**config.mk**
```make
export PLATFORM = sky130hd
export DESIGN_NAME = exe_muldiv_unit
export DESIGN_NICKNAME = d
export VERILOG_FILES = /design/src/rtl/exe_muldiv_unit.sv
export SDC_FILE = /design/constraint.sdc
export NUM_CORES = 1
export LEC_CHECK = 0
export ABC_AREA = 1
export CORE_MARGIN = 2
export CORE_UTILIZATION = 38
export DETAILED_ROUTE_END_ITERATION = 12
export PLACE_DENSITY = 0.63
export SLEW_MARGIN = 25
export SYNTH_ARGS = -nofsm -noshare
export SYNTH_HDL_FRONTEND = slang
export SYNTH_SLANG_ARGS = --single-unit
```
**constraint.sdc**
```tcl
create_clock -name clk -period 2.9 [get_ports clk]
set_input_delay 0.58 -clock clk [delete_from_list [all_inputs] [get_ports clk]]
set_output_delay 0.58 -clock clk [all_outputs]
set_load 0.05 [all_outputs]
```
**src/rtl/exe_muldiv_unit.sv**
```systemverilog
// exe_muldiv_unit: iterative 32-bit multiply/divide engine for the EXE stage.
// Shift-add multiply (LSB first) or restoring divide (MSB first), one bit per
// cycle. Sign correction happens in a final SIGN cycle, which also registers
// the HI/LO results. While it works, the engine stalls ID/EXE and the front end.
module exe_muldiv_unit (
  input  logic        clk,
  input  logic        rst,
  input  logic        start,
  input  logic [1:0]  op,
  input  logic [31:0] val1,
  input  logic [31:0] val2,
  input  logic [4:0]  dest_in,
  input  logic        flush,
  output logic        stall,
  output logic        done,
  output logic [31:0] result_lo,
  output logic [31:0] result_hi,
  output logic [4:0]  dest_out,
  output logic        div_by_zero
);

  typedef enum logic [1:0] {IDLE, CALC, SIGN, DONE} state_t;

  state_t      state;
  logic [1:0]  op_q;       // op[1]: divide, op[0]: signed
  logic [4:0]  dest_q;
  logic [31:0] raw_a;      // unmodified dividend, returned on divide-by-zero
  logic        neg_q;
  logic        neg_r;
  logic [4:0]  count;
  logic [63:0] acc;        // multiply: running product
  logic [63:0] mcand;      // multiply: multiplicand, shifted left each step
  logic [31:0] mplier;     // multiply: multiplier shifted right; divide: divisor
  logic [31:0] rem;        // divide: partial remainder
  logic [31:0] quo;        // divide: dividend shifted out, quotient shifted in

  // Magnitude of a possibly signed operand; |0x80000000| stays 0x80000000.
  function automatic logic [31:0] mag(input logic [31:0] v, input logic sgn);
    return (sgn && v[31]) ? (~v + 32'd1) : v;
  endfunction

  logic        is_signed;
  logic [31:0] mag_a;
  logic [31:0] mag_b;
  logic [32:0] trial;      // remainder shifted left with next dividend bit
  logic [31:0] diff;
  logic        fits;
  logic [63:0] acc_next;
  logic [63:0] prod_fix;
  logic [31:0] quo_fix;
  logic [31:0] rem_fix;

  // Start-time operand conditioning plus one iteration step and sign fix-up.
  always_comb begin
    // NOTE: every combinational output gets a default first so no path
    // leaves it unassigned, which would otherwise infer a latch.
    is_signed = op[0];
    mag_a     = mag(val1, is_signed);
    mag_b     = mag(val2, is_signed);
    trial     = {rem, quo[31]};
    fits      = trial >= {1'b0, mplier};
    diff      = trial[31:0] - mplier;  // exact whenever fits: result < divisor
    acc_next  = mplier[0] ? (acc + mcand) : acc;
    prod_fix  = neg_q ? (~acc + 64'd1) : acc;
    quo_fix   = neg_q ? (~quo + 32'd1) : quo;
    rem_fix   = neg_r ? (~rem + 32'd1) : rem;
  end

  // Stall covers the accepting IDLE cycle, every CALC cycle and SIGN.
  always_comb begin
    stall = (state == CALC) || (state == SIGN) ||
            ((state == IDLE) && start && !flush);
  end

  // Datapath: load operands on start, then iterate one bit per CALC cycle.
  // NOTE: these scratch registers carry no reset; they are always loaded on
  // start before being read, so resetting them would only add logic.
  always_ff @(posedge clk) begin
    if (state == IDLE && start) begin
      op_q   <= op;
      dest_q <= dest_in;
      raw_a  <= val1;
      neg_q  <= is_signed & (val1[31] ^ val2[31]);
      neg_r  <= is_signed & val1[31];
      count  <= 5'd0;
      acc    <= 64'd0;
      mcand  <= {32'd0, mag_a};
      mplier <= mag_b;
      rem    <= 32'd0;
      quo    <= mag_a;
    end else if (state == CALC) begin
      count <= count + 5'd1;
      if (op_q[1]) begin
        rem <= fits ? diff : trial[31:0];
        quo <= {quo[30:0], fits};
      end else begin
        acc    <= acc_next;
        mcand  <= {mcand[62:0], 1'b0};
        mplier <= {1'b0, mplier[31:1]};
      end
    end
  end

  // Control FSM with registered done pulse and HI/LO result registers.
  // NOTE: sequential state uses non-blocking assignments so every register
  // samples pre-edge values regardless of statement order.
  always_ff @(posedge clk) begin
    if (rst) begin
      state       <= IDLE;
      done        <= 1'b0;
      result_lo   <= 32'd0;
      result_hi   <= 32'd0;
      dest_out    <= 5'd0;
      div_by_zero <= 1'b0;
    end else begin
      done <= 1'b0;
      if (flush) begin
        state <= IDLE;
      end else begin
        case (state)
          IDLE: if (start) state <= CALC;
          CALC: if (count == 5'd31) state <= SIGN;
          SIGN: begin
            dest_out <= dest_q;
            if (!op_q[1]) begin
              result_lo <= prod_fix[31:0];
              result_hi <= prod_fix[63:32];
            end else if (mplier == 32'd0) begin
              result_lo   <= 32'hFFFF_FFFF;
              result_hi   <= raw_a;
              div_by_zero <= 1'b1;
            end else begin
              result_lo   <= quo_fix;
              result_hi   <= rem_fix;
              div_by_zero <= 1'b0;
            end
            done  <= 1'b1;
            state <= DONE;
          end
          DONE:    state <= IDLE;
          default: state <= IDLE;
        endcase
      end
    end
  end

endmodule

```
# Word level (Yosys, flattened, before mapping)
# Cells that the tools add are included.
dict set report totals {
  elab_cells 88
  output_inout_bits 72
  register_bits 343
}
dict set report classes {
  magnitude_cmp 1
  n_mux 24
  eq_ne 7
  n_bitwise 10
  addsub 8
  n_reduce_logical 20
}
# operator count
set op_table {}
lappend op_table {{two-way mux 32 bit} 18}
lappend op_table {{adder 32 x 1 -> 32 bit, second input constant} 4}
lappend op_table {{NOT 32 bit} 4}
lappend op_table {{adder 64 x 1 -> 64 bit, second input constant} 1}
lappend op_table {{adder 64 bit} 1}
lappend op_table {{two-way mux 64 bit} 1}
lappend op_table {{NOT 64 bit} 1}
lappend op_table {{greater-or-equal comparator 33 x 32 -> 1 bit} 1}
lappend op_table {{logical NOT 32 bit} 1}
lappend op_table {{subtractor 32 bit} 1}
lappend op_table {{AND reduction 2 bit} 6}
lappend op_table {{case mux 2 bit (4 select lines)} 1}
lappend op_table {{AND reduction 3 bit} 2}
lappend op_table {{adder 5 x 1 -> 5 bit, second input constant} 1}
lappend op_table {{equality test 5 bit, second input constant} 1}
lappend op_table {{equality test 2 bit, second input constant} 2}
lappend op_table {{logical AND 1 bit} 4}
lappend op_table {{two-way mux 2 bit} 2}
lappend op_table {{inequality test 2 x 1 -> 1 bit, second input constant} 2}
lappend op_table {{nonzero test 2 bit} 2}
lappend op_table {{AND 1 bit} 2}
lappend op_table {{equality test 2 x 1 -> 1 bit, second input constant} 1}
lappend op_table {{logical NOT 2 bit} 1}
lappend op_table {{logical OR 1 bit} 2}
lappend op_table {{6 further kinds} 8}

# Longest topological paths before layout
dict set report depth {
  depth_word 5
  ltp_mapped 17
  ltp_nobuf 16
}

# Least setup slack after synthesis
# Ideal clock, no wire load.
dict set report synth_timing {
  path_kind {register to register}
  startpoint {reg state[0]}
  endpoint {reg mcand[0] (enable)}
  arrival_ns 2.421
  n_path_buf 2
  path_slack_ns -0.209
  setup_ns 0.688
  path_stages_with_launch 7
  synth_period_minus_slack_ns 3.109
  path_cell_list {dfxtp_1 -> inv_1 -> ha_1 -> nand2_1 -> clkbuf_1 -> buf_1 -> nand2_1}
}
dict set report synth_via {
  elab_chain_cells 4
}
# item line
set synth_rtl {}
lappend synth_rtl {{start: declaration} 24} ;# state_t state;
lappend synth_rtl {{start signal: assignment} 109} ;# state <= IDLE;
lappend synth_rtl {{start signal: assignment} 118} ;# state <= IDLE;
lappend synth_rtl {{start signal: assignment} 121} ;# IDLE: if (start) state <= CALC;
lappend synth_rtl {{logical NOT 2 bit} 79} ;# if (state == IDLE && start) begin
lappend synth_rtl {{logical AND 1 bit} 79}
lappend synth_rtl {{inequality test 2 x 1 -> 1 bit (no source line) / nonzero test 2 bit (equally long branches)} n/a}
lappend synth_rtl {{AND reduction 2 bit (no source line) (*)} n/a}
lappend synth_rtl {{end signal: assignment} 87} ;# mcand <= {32'd0, mag_a};
lappend synth_rtl {{end signal: assignment} 98} ;# mcand <= {mcand[62:0], 1'b0};
lappend synth_rtl {{end: declaration} 32} ;# logic [63:0] mcand;
# Mark *: on every way between the ends. The rest lies on a longest branch, timed or not.
# A chain may end at the register's enable or synchronous reset.

# Worst setup path after layout
dict set report layout_timing {
  startpoint {reg mcand[31]}
  endpoint {reg acc[55]}
}
dict set report layout_via {
  elab_chain_cells 1
}
# item line
set layout_rtl {}
lappend layout_rtl {{adder 64 bit} 63} ;# acc_next = mplier[0] ? (acc + mcand) : acc;
lappend layout_rtl {{end signal: assignment} 97} ;# acc <= acc_next;
lappend layout_rtl {{end: declaration} 31} ;# logic [63:0] acc;
# No other way between the ends.

==> qor.yml <==
status: "complete, no violations"
crit_path_start_kind: "flip-flop"
syn_area_per_cell_um2: 6.09
drtIter0Drc: 2846
crit_path_end_kind: "flip-flop"
ys.flop_type: "dfxtp_1"
grt_pass1_vias: 27000
io_pins: 147
utilization_pct: 44.5
power_density_nw_per_um2: 518
rows: 98
ir_drop_v: 0.000391
finalWirelength_um: 107000
swShare_pct: 36.7
dp_cells: 5578
crit_type: "flip-flop to flip-flop"
place_congestion: 1.01
hold_viol: 0
power.internal_mw: 10.5
place_ws_ns: 0.0348
synth-edff-count: 136
timing.rr.start: "mcand[31]"
fin_skew_ns: 0.0299
setup_slack_ns: 0.251
drc_errors: 0
r2r_slack_ns: 0.25
netlist_area_um2: 27500
htreeDepth: 2
final_cell_mix: "nand2_1, inv_1, nor2_1, nand3_1, o21ai_0"
cts-root-buf: "clkbuf_16"
clkTransAtPathRegs_ns: 0.06
port_buffers: 146
hold_class: "flip-flop to flip-flop"
layout.nets: 4857
start_util_pct: 38.4
syn_nets: 4701
syn2layout_area_growth_pct: 16.0
timing.max_cap.violations: 0
multi_input_area_um2: 16000
fin_crit_sh_pct: 91.4
grt_pass1_wl_um: 161000
rsz0062_at_grt: "no"
tritoncts: "yes"
worstPathMaxFanout: 4
power_frac_comb_pct: 28.3
power_frac_clock_pct: 35.7
routedWlPerCell_um: 18.9
synth_cell_type_count: 56
stdcell_count: 5660
timing.fmax_mhz: 377
hpwl_um: 86300
cts_buffers: 44
grt_max_degree: 85
dieArea_um2: 74500
route.vias.total: 29600
synth-async-reset-ratio_pct: 0
cp-startpoint: "mcand[31]"
die_w_um: 273
antenna_found_initial: 1
ant_nets: 0
sequentialPowerShare_pct: 36.0
fill_cells: 7696
antennaDiodeCount: 0
yosysWarningCount: 0
relSlewSlack_pct: 47.0
layout_min_cycle_time_ns: 2.65
ys_ff_latch: 342
crit_arrival_ns: 3.13
maxSlewViolCount: 0
post_cts_buffers: 0
clock_latency_ns: 0.60
ctsHoldBuffers: 0
dr.pass1.iters: 6
viasPerCell: 5.24
cts.repair.resized: 0
setup_tns_ns: 0
finalSetupViolCount: 0
die_y_um: 273
min_from: "dest_out[1]"
cts.path.max_buffers: 3
drive_gt1_share_pct: 5.16
final_common_cell: "nand2_1"
worst_pin_slew_ns: 0.786
power.switching_mw: 6.05
gr-total-overflow: 0
yosysSeqAreaShare_pct: 29.9
cp.required_ns: 3.38
core_area_um2: 71600
seq_area_um2: 8210
postSynthCellCount: 4518
cts_sinks: 342
p_leak_nw: 16.3
grt_usage_pct: 28.1
[final timing paths]
path / cells after the start / endpoint
setup / recovery: 12 / acc[55]
hold / removal: 2 / dest_out[1]
setup reg to reg: 12 / acc[55]
hold reg to reg: 2 / dest_out[1]
[layout make-up]
type | instances | share of cell area, %
Sequential cell | 342 | 25.7
Multi-Input combinational cell | 3327 | 50.3
Clock buffer | 58 | 3.71
Timing Repair Buffer | 229 | 6.84
Clock inverter | 24 | 1.12
Inverter | 730 | 8.60
Tap cell | 950 | 3.73
[synth_stat cells (6+ instances only)]
cell type  count  area [um2]
nand2_1     1397        5240
inv_1        706        2650
nor2_1       512        1920
nand3_1      376        1880
o21ai_0      273        1370
a21oi_1      222        1110
dfxtp_1      206        4120
edfxtp_1     136        4080
ha_1         106        1330
xor2_1        87         762
clkbuf_1      69         259
nor3_1        57         285
nand4_1       56         350
o21ai_1       55         275
buf_2         28         140
nor2_2        22         138
xnor2_1       20         175
nand3b_1      18         135
inv_2         15        56.3
o21bai_1      15         113
buf_1         14        52.6
o211ai_1      13        97.6
a31oi_1       10        62.6
nand2_2       10        62.6
clkinv_1       9        33.8
a211oi_1       8        60.1
nand3_2        8        80.1
or2_2          8        50.1
buf_6          6        67.6
[flip-flops by register name, summed over array words and instances, names as in the netlist, 2 cells and up]
register and flops:
acc 64, count 5, dest_out 5, dest_q 5, mcand 64, mplier 32
quo 32, raw_a 32, rem 32, result_hi 32, result_lo 32, state 2
[power by group through the flow]
| stage | clock (mW) | combinational, mW | sequential [mW] |
|---|---|---|---|
| after global placement | 0 | 4.54 | 6.04 |
| final | 5.90 | 4.67 | 5.94 |
| after floorplan | 0 | 2.94 | 5.91 |
| after global routing | 6.21 | 5.16 | 5.96 |
| after CTS | 6.00 | 4.58 | 5.94 |
| after detailed placement | 0 | 4.55 | 6.04 |
[logic make-up (layout without fill, tap and decap cells)]
group | after synthesis | after routing | synth area share, %
buffers and inverters | 849 | 1041 | 11.9
adders and majority gates | 108 | 108 | 4.97
xor gates and xnor gates | 107 | 107 | 3.41
AOI/OAI and AO/OA | 618 | 618 | 11.9
and+or+nand+nor | 2494 | 2494 | 38.0
DFF | 342 | 342 | 29.9
[critical path, stage by stage (launching register included)]
cell and delay (ns):
edfxtp_1 0.48, ha_1 0.40, nand2_1 0.13, nor2_1 0.14, inv_1 0.07, nor2_1 0.33
nand2_1 0.23, nor3_1 0.19, nand2_1 0.16, nand3_1 0.12, nand3_1 0.14, nand2_1 0.09
inv_1 0.03
[stage by stage]
step	total power, mW	hold WS [ns]	cell area (um2)
global placement	10.6	0.465	30300
finish	16.5	0.482	31900
CTS	16.5	0.486	31900
detailed placement	10.6	0.476	30300
global route	17.3	0.512	31900
floorplan	8.86	0.448	27500
[per-layer routing]
| layer | track usage (%) | vias to the layer above | routed length, um |
|---|---|---|---|
| met5 | 0 | - | 13 |
| met4 | 9.63 | 2 | 3820 |
| met3 | 4.16 | 156 | 9090 |
| met2 | 44.0 | 1192 | 46400 |
| met1 | 39.3 | 13600 | 47600 |
| li1 | - | 14700 | - |
(Power assumes the default switching activity.)
